File: src/rtl/simd_pkg.sv
// Shared definitions for the SIMD execute stage and the decoder that feeds it.
package simd_pkg;
  typedef enum logic [1:0] {
    ALU_ADD = 2'b00,
    ALU_MUL = 2'b01,
    ALU_AND = 2'b10,
    ALU_OR  = 2'b11
  } alu_op_e;

  localparam int LANES     = 4;
  localparam int NREG      = 8;
  localparam int REG_IDX_W = 3;
  localparam int MASK_W    = 4;
endpackage

File: src/rtl/simd_lane_alu.sv
// Combinational single-lane ALU; results wrap to DATA_W bits.
module simd_lane_alu
  import simd_pkg::*;
#(
  parameter int DATA_W = 8
) (
  input  alu_op_e             op,
  input  logic [DATA_W-1:0]   a,
  input  logic [DATA_W-1:0]   b,
  output logic [DATA_W-1:0]   y
);
  always_comb begin
    y = '0;
    case (op)
      ALU_ADD: y = a + b;
      ALU_MUL: y = a * b;
      ALU_AND: y = a & b;
      ALU_OR:  y = a | b;
      default: y = '0;
    endcase
  end
endmodule

File: src/rtl/simd_exec.sv
// Two-stage SIMD read / execute-writeback with per-lane forwarding and a host
// load/readback port into the 8 x LANES register file.
module simd_exec
  import simd_pkg::*;
#(
  parameter int DATA_W = 8
) (
  input  logic                      clk,
  input  logic                      rst,
  input  logic                      in_valid,
  input  logic [1:0]                op,
  input  logic [MASK_W-1:0]         mask,
  input  logic [REG_IDX_W-1:0]      dest,
  input  logic [REG_IDX_W-1:0]      srcA,
  input  logic [REG_IDX_W-1:0]      srcB,
  input  logic                      ld_en,
  input  logic [REG_IDX_W-1:0]      ld_reg,
  input  logic [1:0]                ld_lane,
  input  logic [DATA_W-1:0]         ld_data,
  input  logic [REG_IDX_W-1:0]      rd_reg,
  output logic [LANES*DATA_W-1:0]   rd_data,
  output logic                      wb_valid,
  output logic [REG_IDX_W-1:0]      wb_dest,
  output logic [MASK_W-1:0]         wb_mask,
  output logic [LANES*DATA_W-1:0]   wb_data
);
  localparam int STAGES = 2;

  typedef logic [LANES-1:0][DATA_W-1:0] vec_t;

  typedef struct packed {
    alu_op_e                op;
    logic [MASK_W-1:0]      mask;
    logic [REG_IDX_W-1:0]   dest;
    vec_t                   a;
    vec_t                   b;
  } rd_stage_t;

  vec_t       rf [NREG];
  rd_stage_t  s1;
  logic [STAGES:1] vld_pipe;
  vec_t       fwd_a, fwd_b, ex_y;
  logic       ld_hit;

  // Forward only lanes the EX instruction will actually write; masked-off
  // lanes of the same register still come from the RF.
  for (genvar i = 0; i < LANES; i++) begin : g_lane
    assign fwd_a[i] = (vld_pipe[1] && s1.dest == srcA && s1.mask[i]) ? ex_y[i] : rf[srcA][i];
    assign fwd_b[i] = (vld_pipe[1] && s1.dest == srcB && s1.mask[i]) ? ex_y[i] : rf[srcB][i];

    simd_lane_alu #(.DATA_W(DATA_W)) u_alu (
      .op (s1.op),
      .a  (s1.a[i]),
      .b  (s1.b[i]),
      .y  (ex_y[i])
    );
  end

  // Writeback owns the lane when both target the same register lane.
  assign ld_hit   = vld_pipe[1] && (s1.dest == ld_reg) && s1.mask[ld_lane];
  assign wb_valid = vld_pipe[STAGES];

  always_ff @(posedge clk or posedge rst) begin
    if (rst) begin
      vld_pipe <= '0;
      s1       <= '0;
      for (int r = 0; r < NREG; r++) rf[r] <= '0;
      rd_data  <= '0;
      wb_dest  <= '0;
      wb_mask  <= '0;
      wb_data  <= '0;
    end else begin
      vld_pipe <= {vld_pipe[STAGES-1:1], in_valid};
      if (in_valid)
        s1 <= '{op: alu_op_e'(op), mask: mask, dest: dest, a: fwd_a, b: fwd_b};
      rd_data <= rf[rd_reg];
      if (ld_en && !ld_hit)
        rf[ld_reg][ld_lane] <= ld_data;
      if (vld_pipe[1]) begin
        for (int l = 0; l < LANES; l++)
          if (s1.mask[l]) rf[s1.dest][l] <= ex_y[l];
        wb_dest <= s1.dest;
        wb_mask <= s1.mask;
        wb_data <= ex_y;
      end
    end
  end
endmodule

File: config.mk
export PLATFORM = sky130hd
export DESIGN_NAME = simd_exec
export DESIGN_NICKNAME = d
export VERILOG_FILES = /design/src/rtl/simd_pkg.sv /design/src/rtl/simd_lane_alu.sv /design/src/rtl/simd_exec.sv
export SDC_FILE = /design/constraint.sdc
export NUM_CORES = 2
export LEC_CHECK = 0
export CORE_ASPECT_RATIO = 1.4
export CORE_UTILIZATION = 30
export CTS_BUF_LIST = sky130_fd_sc_hd__clkbuf_4
export CTS_CLUSTER_SIZE = 20
export DETAILED_ROUTE_END_ITERATION = 10
export SETUP_SLACK_MARGIN = 0.2
export SLEW_MARGIN = 25
export SYNTH_ARGS = -nofsm -noshare
export SYNTH_HDL_FRONTEND = slang
export SYNTH_SLANG_ARGS = --single-unit
File: constraint.sdc
create_clock -name clk -period 14 [get_ports clk]
set_clock_uncertainty 0.1 [all_clocks]
set_input_delay 2.8 -clock clk [delete_from_list [all_inputs] [get_ports clk]]
set_output_delay 2.8 -clock clk [all_outputs]
set_load 0.01 [all_outputs]
; Yosys cells after proc, flatten, opt, wreduce, memory -nomap -nowiden
; Index checks and enable logic that the tools add are counted.
[word_totals]
mem_bits_ro = 0
output_inout_bits = 72
memories = 0
ramBits = 0
latch_bits = 0
inputBits = 35
wordCells = 151
reg_bits = 402
[classes]
bitwise = 13
multipliers = 4
shifts = 0
n_mux = 49
n_div = 0
n_reduce_logical = 18
n_lt_le_gt_ge = 9
n_eq_ne = 6
addsub = 4
[ops]
columns = cell, n
row1 = $mux W256, 9
row2 = $bwmux W256, 5
row3 = $demux W32 S3, 5
row4 = $bmux W32 S3, 3
row5 = $mux W32, 8
row6 = $pmux W8 S4, 4
row7 = $mux W8, 10
row8 = $add A8 B8 Y8, 4
row9 = $and A8 B8 Y8, 4
row10 = $mul A8 B8 Y8, 4
row11 = $or A8 B8 Y8, 4
row12 = $mux W24, 1
row13 = $ge A4 B4 Y1 const B, 5
row14 = $not A3 Y4, 5
row15 = $demux W8 S2, 1
row16 = $logic_and A1 B1 Y1, 16
row17 = $mux W16, 1
row18 = $eq A3 B3 Y1, 3
row19 = $lt A4 B1 Y1 const B, 2
row20 = $eq A2 B2 Y1 const B, 2
row21 = $lt A2 B3 Y1 const B, 1
row22 = $bmux W1 S2, 1
row23 = $eq A2 B1 Y1 const B, 1
row24 = $ge A2 B1 Y1 const B, 1
row25 = 3 further kinds, 3

; Logic depth before layout (Yosys ltp)
[logic_depth]
depth_word = 20
depth_mapped = 18
depth_no_buf = 17

; Modules after synthesis
; Synthesis repeated with hierarchy kept, for this count alone.
[unflattened]
cells_unflattened = 2927
hier_area_um2 = 29978.8
[modules_own_cells]
columns = module, n_inst, seq_area_each_um2, area_per_inst_um2, cells_each
row1 = simd_exec, 1, 10059.6, 23927.9, 2119
row2 = simd_lane_alu, 4, 0.0, 1512.7, 202

; Least setup slack after synthesis
; Ideal clock, no wire load.
[synth_timing]
kind = input to register
startpoint = in ld_reg[1]
endpoint = reg rf[166] (netlist bit)
required_ns = 13.764
path_buffers = 2
t_arrival_ns = 4.537
setup_ns = 0.136
stages = 9
slack_ns = 9.227
cell_sequence = buf_2 -> xnor2_1 -> and4_4 -> a2111o_1 -> buf_6 -> nor2_8 -> mux2_2 -> nand2_1 -> o21ai_0
[synth_between]
elab_chain_cells = 19
[synth_rtl]
columns = element, line
row1 = "start, declared", simd_exec.sv:17  ; input logic [REG_IDX_W-1:0] ld_reg,
row2 = $not A3 Y4 (not written as such), simd_exec.sv:78  ; rf[ld_reg][ld_lane] <= ld_data;
row3 = $ge A4 B4 Y1 (not written as such) / $lt A4 B1 Y1 (equally long branches), simd_exec.sv:78
row4 = $logic_and A1 B1 Y1 (not written as such), simd_exec.sv:78
row5 = $mux W32 (not written as such), simd_exec.sv:78
row6 = $demux W32 S3, simd_exec.sv:78
row7 = $bwmux W256, simd_exec.sv:78
row8 = $mux W256 *, simd_exec.sv:77  ; if (ld_en && !ld_hit)
row9 = $bwmux W256, simd_exec.sv:81  ; if (s1.mask[l]) rf[s1.dest][l] <= ex_y[l];
row10 = [3 not listed], --
row11 = $mux W256, simd_exec.sv:81
row12 = $mux W256, simd_exec.sv:79  ; if (vld_pipe[1]) begin
row13 = $bwmux W256, simd_exec.sv:81
row14 = $mux W256, simd_exec.sv:81
row15 = $mux W256, simd_exec.sv:79
row16 = $bwmux W256, simd_exec.sv:81
row17 = $mux W256, simd_exec.sv:81
row18 = $mux W256 *, simd_exec.sv:79
row19 = "end signal, assigned by index", simd_exec.sv:78
row20 = "end signal, assigned by index", simd_exec.sv:81
row21 = "end, declared", simd_exec.sv:39  ; vec_t rf [NREG];
; Every way passes the cells marked *; elsewhere a longest branch is shown, timed or not. The select of a mux whose other input is x is not followed.
; A chain may end at the register's enable or synchronous reset.

; Worst setup path after layout
[layout_timing]
startpoint = reg s1[41] (netlist bit)
endpoint = reg rf[111] (netlist bit)
[layout_between]
elab_chain_cells = 11
[layout_rtl]
columns = element, line
row1 = "start, declared", simd_exec.sv:40  ; rd_stage_t s1;
row2 = "start signal, assigned", simd_exec.sv:75  ; s1 <= '{op: alu_op_e'(op), mask: mask, dest: dest, a: fwd_a, b: fwd_b};
row3 = $mul A8 B8 Y8 / $add A8 B8 Y8 (equally long branches), "simd_lane_alu.sv:16, simd_lane_alu.sv:15"
row4 = $pmux W8 S4 *, simd_lane_alu.sv:14  ; case (op)
row5 = $bwmux W256 *, simd_exec.sv:81
row6 = $mux W256 *, simd_exec.sv:81
row7 = $mux W256 *, simd_exec.sv:79
row8 = $bwmux W256, simd_exec.sv:81
row9 = $mux W256 *, simd_exec.sv:81
row10 = $mux W256 *, simd_exec.sv:79
row11 = $bwmux W256, simd_exec.sv:81
row12 = $mux W256 *, simd_exec.sv:81
row13 = $mux W256 *, simd_exec.sv:79
; Marks and branches as above.

==> results.yml <==
status:
  outcome: "finished, final reports clean"
clock_network:
  cts_tree: "yes"
  clkLatencyLatePin_ps: 920
  cts_buffers: 104
  hold_buffers: 0
  cts_setup_buffers: 0
  cts_buffer_depth: 3
  clockRootBuffer: "clkbuf_4"
  clkSlewWorstSetupHoldPaths_ps: 70
  cts_sinks: 402
  cts_htree_levels: 3
  cts_resized: 0
global_routing:
  track_usage: 0.1891
  antenna_found_initial: 3
  grt_pass1_vias: 23322
  grt_max_degree: 151
  grt_pass1_wl_um: 142600
  grt.overflow.total: 0
detailed_routing:
  routedWlPerCell_um: 22.18
  routed_wirelength_um: 93770
  dr.pass1.iters: 7
  routed_via_density: 5.298
  drc: 0
  first_iter_violations: 1621
  drtAntennaViolNets: 0
  num_vias: 22395
worst_setup_path:
  crit_path_frequent_cell: "fa_1"
  path_class: "register to register"
  r2r_slack_ps: 8710
  critPathMaxStageDelay_ps: 530
  cp_max_fo: 9
  cp_num_buf_inv: 3
  cp_cell_sequence: "inv_1 -> nor2_1 -> fa_1 -> inv_1 -> fa_1 -> fa_1 -> fa_1 -> inv_1 -> ha_1 -> a21oi_1 -> xnor3_1 -> xnor3_1 -> o31ai_1 -> or2_1 -> o21ai_0"
  crit_path_end_kind: "register"
  crit_arrival_ps: 5970
  cp_top_family: "adder cells"
  cp_data_required_time_ps: 14670
  cp-start-kind: "register"
  critPathSlowestCell: "fa_1"
power_and_ir_drop:
  p_switching_uw: 3543
  max-vdd-ir-drop_mv: 0.1055
  powerDensity_mw_per_mm2: 242.2
  sequentialPowerShare: 0.276
  internal_power_uw: 4486
  p_sw_frac: 0.4413
  power.leakage_uw: 0.01354
  p_total_uw: 8029
  pwr-share-clk: 0.130
  combPwrFrac: 0.593
die:
  row_count: 136
  core_area_mm2: 0.09801
  io_pins: 107
  initial_utilization: 0.3023
  design.die.area_mm2: 0.1000
  fp.dieW_um: 267.6
  die_h_um: 373.8
finish:
  drive_gt1_frac: 0.1981
  nets: 3052
  final_common_cell: "dfrtp_1"
  area_delta_synth_final_pct: 11.88
  final_cell_mix: "dfrtp_1, mux2i_1, nand2_1, mux4_2, inv_1"
hold_path:
  hold_path_class: "register to register"
timing:
  rsz0062_at_grt: "false"
  tightest_slew_ps: 1067
  tns_ps: 0
  relSlewSlack: 0.2884
  finalSetupViolCount: 0
  finalCritPeriodShare: 0.3781
  max_clock_freq_mhz: 188.9
  hold_viol: 0
  finalMaxSlewViolations: 0
  setup_ws_ps: 8706
  min_period_ps: 5294
placement:
  routabilityCongestion: 0.8914
  hpwlAfterDp_um: 63590
  portBuffers: 106
  place_ws_ps: 8168
synth:
  avgSynthCellArea_um2: 10.63
  synth_area_mm2: 0.02963
  seq_area_frac_synth: 0.3395
  synth_cell_types: 59
  postSynth.asyncResetShare: 1.000
  synth_nets: 3002
  synth_seq_cells: 402
  yosys_most_used_dff: "dfrtp_1"
  netlist_instances: 2787
  synth_edf_count: 0
  ys_warn_count: 0
job:
  drv_cap: 0
## Yosys cell counts, types with 32 or more instances
library cell	n	area [um2]
xnor2_1	44	385.4
mux2i_1	313	3133
a21oi_1	172	860.8
mux2_2	105	1182
o211ai_1	32	240.2
nor2b_1	38	237.7
fa_1	52	1041
nand3_1	34	170.2
nand2_1	269	1010
o21ai_0	189	945.9
mux4_2	205	4617
ha_1	128	1602
a211oi_1	34	255.2
buf_2	44	220.2
inv_1	200	750.7
dfrtp_1	402	10060
clkbuf_1	131	491.7
nor2_1	194	728.2
## registers in the layout (all words and copies together), names as in the netlist
| name | count |
|---|---|
| wb_mask | 4 |
| vld_pipe | 2 |
| s1 | 73 |
| rf | 256 |
| wb_dest | 3 |
| wb_data | 32 |
| rd_data | 32 |
## cell families after synthesis
| family | synth area share |
|---|---|
| simple gates | 0.09451 |
| fa+ha+maj | 0.08919 |
| flops | 0.3395 |
| mux | 0.3015 |
| buf+inv | 0.05435 |
| compound gates | 0.09430 |
| xor+xnor | 0.02665 |
## through the flow
stage	hold slack, ps	instance area [um2]	cells	util
after global placement	389.8	31790	4041	0.3244
final	405.5	33150	4227	0.3382
after detailed placement	395.0	31820	4041	0.3246
after global routing	428.4	33150	4227	0.3382
after CTS	413.6	33100	4223	0.3377
after floorplan	310.8	29630	2787	-
## final timing paths
kind,start,end,cells after the start
setup / recovery,s1[41],rf[111],15
hold / removal,wb_data[19],wb_data[19],1
setup reg to reg,s1[41],rf[111],15
hold reg to reg,wb_data[19],wb_data[19],1
max in group asynchronous,rst,wb_data[11],4
min in group asynchronous,rst,rf[120],2
## layout make-up
cell class	count	area, um2
inverter	203	765.7
antenna	3	7.507
sequential	402	10060
fill	10066	64870
multi-input combinational	1976	18010
clock inverter	31	151.4
timing repair buffer	150	1375
tap	1311	1640
clock buffer	151	1134
## routing by layer
metal	wire length, um	up-vias	track usage
met2	48470	835	0.3382
li1	-	10063	-
met1	34980	11185	0.2117
met5	0	-	0
met4	5103	0	0.1090
met3	5218	312	0.02738
## power by group through the flow
stage / Sequential (uW) / Clock (uW) / Combinational, uW
3_3_place_gp: 2200 / 0 / 4690
5_1_grt: 2290 / 1130 / 5240
3_5_place_dp: 2220 / 0 / 4770
2_1_floorplan: 2100 / 0 / 3440
4_1_cts: 2210 / 1080 / 4790
6_report: 2220 / 1040 / 4760
No activity file was read; power rests on OpenSTA's default activity.
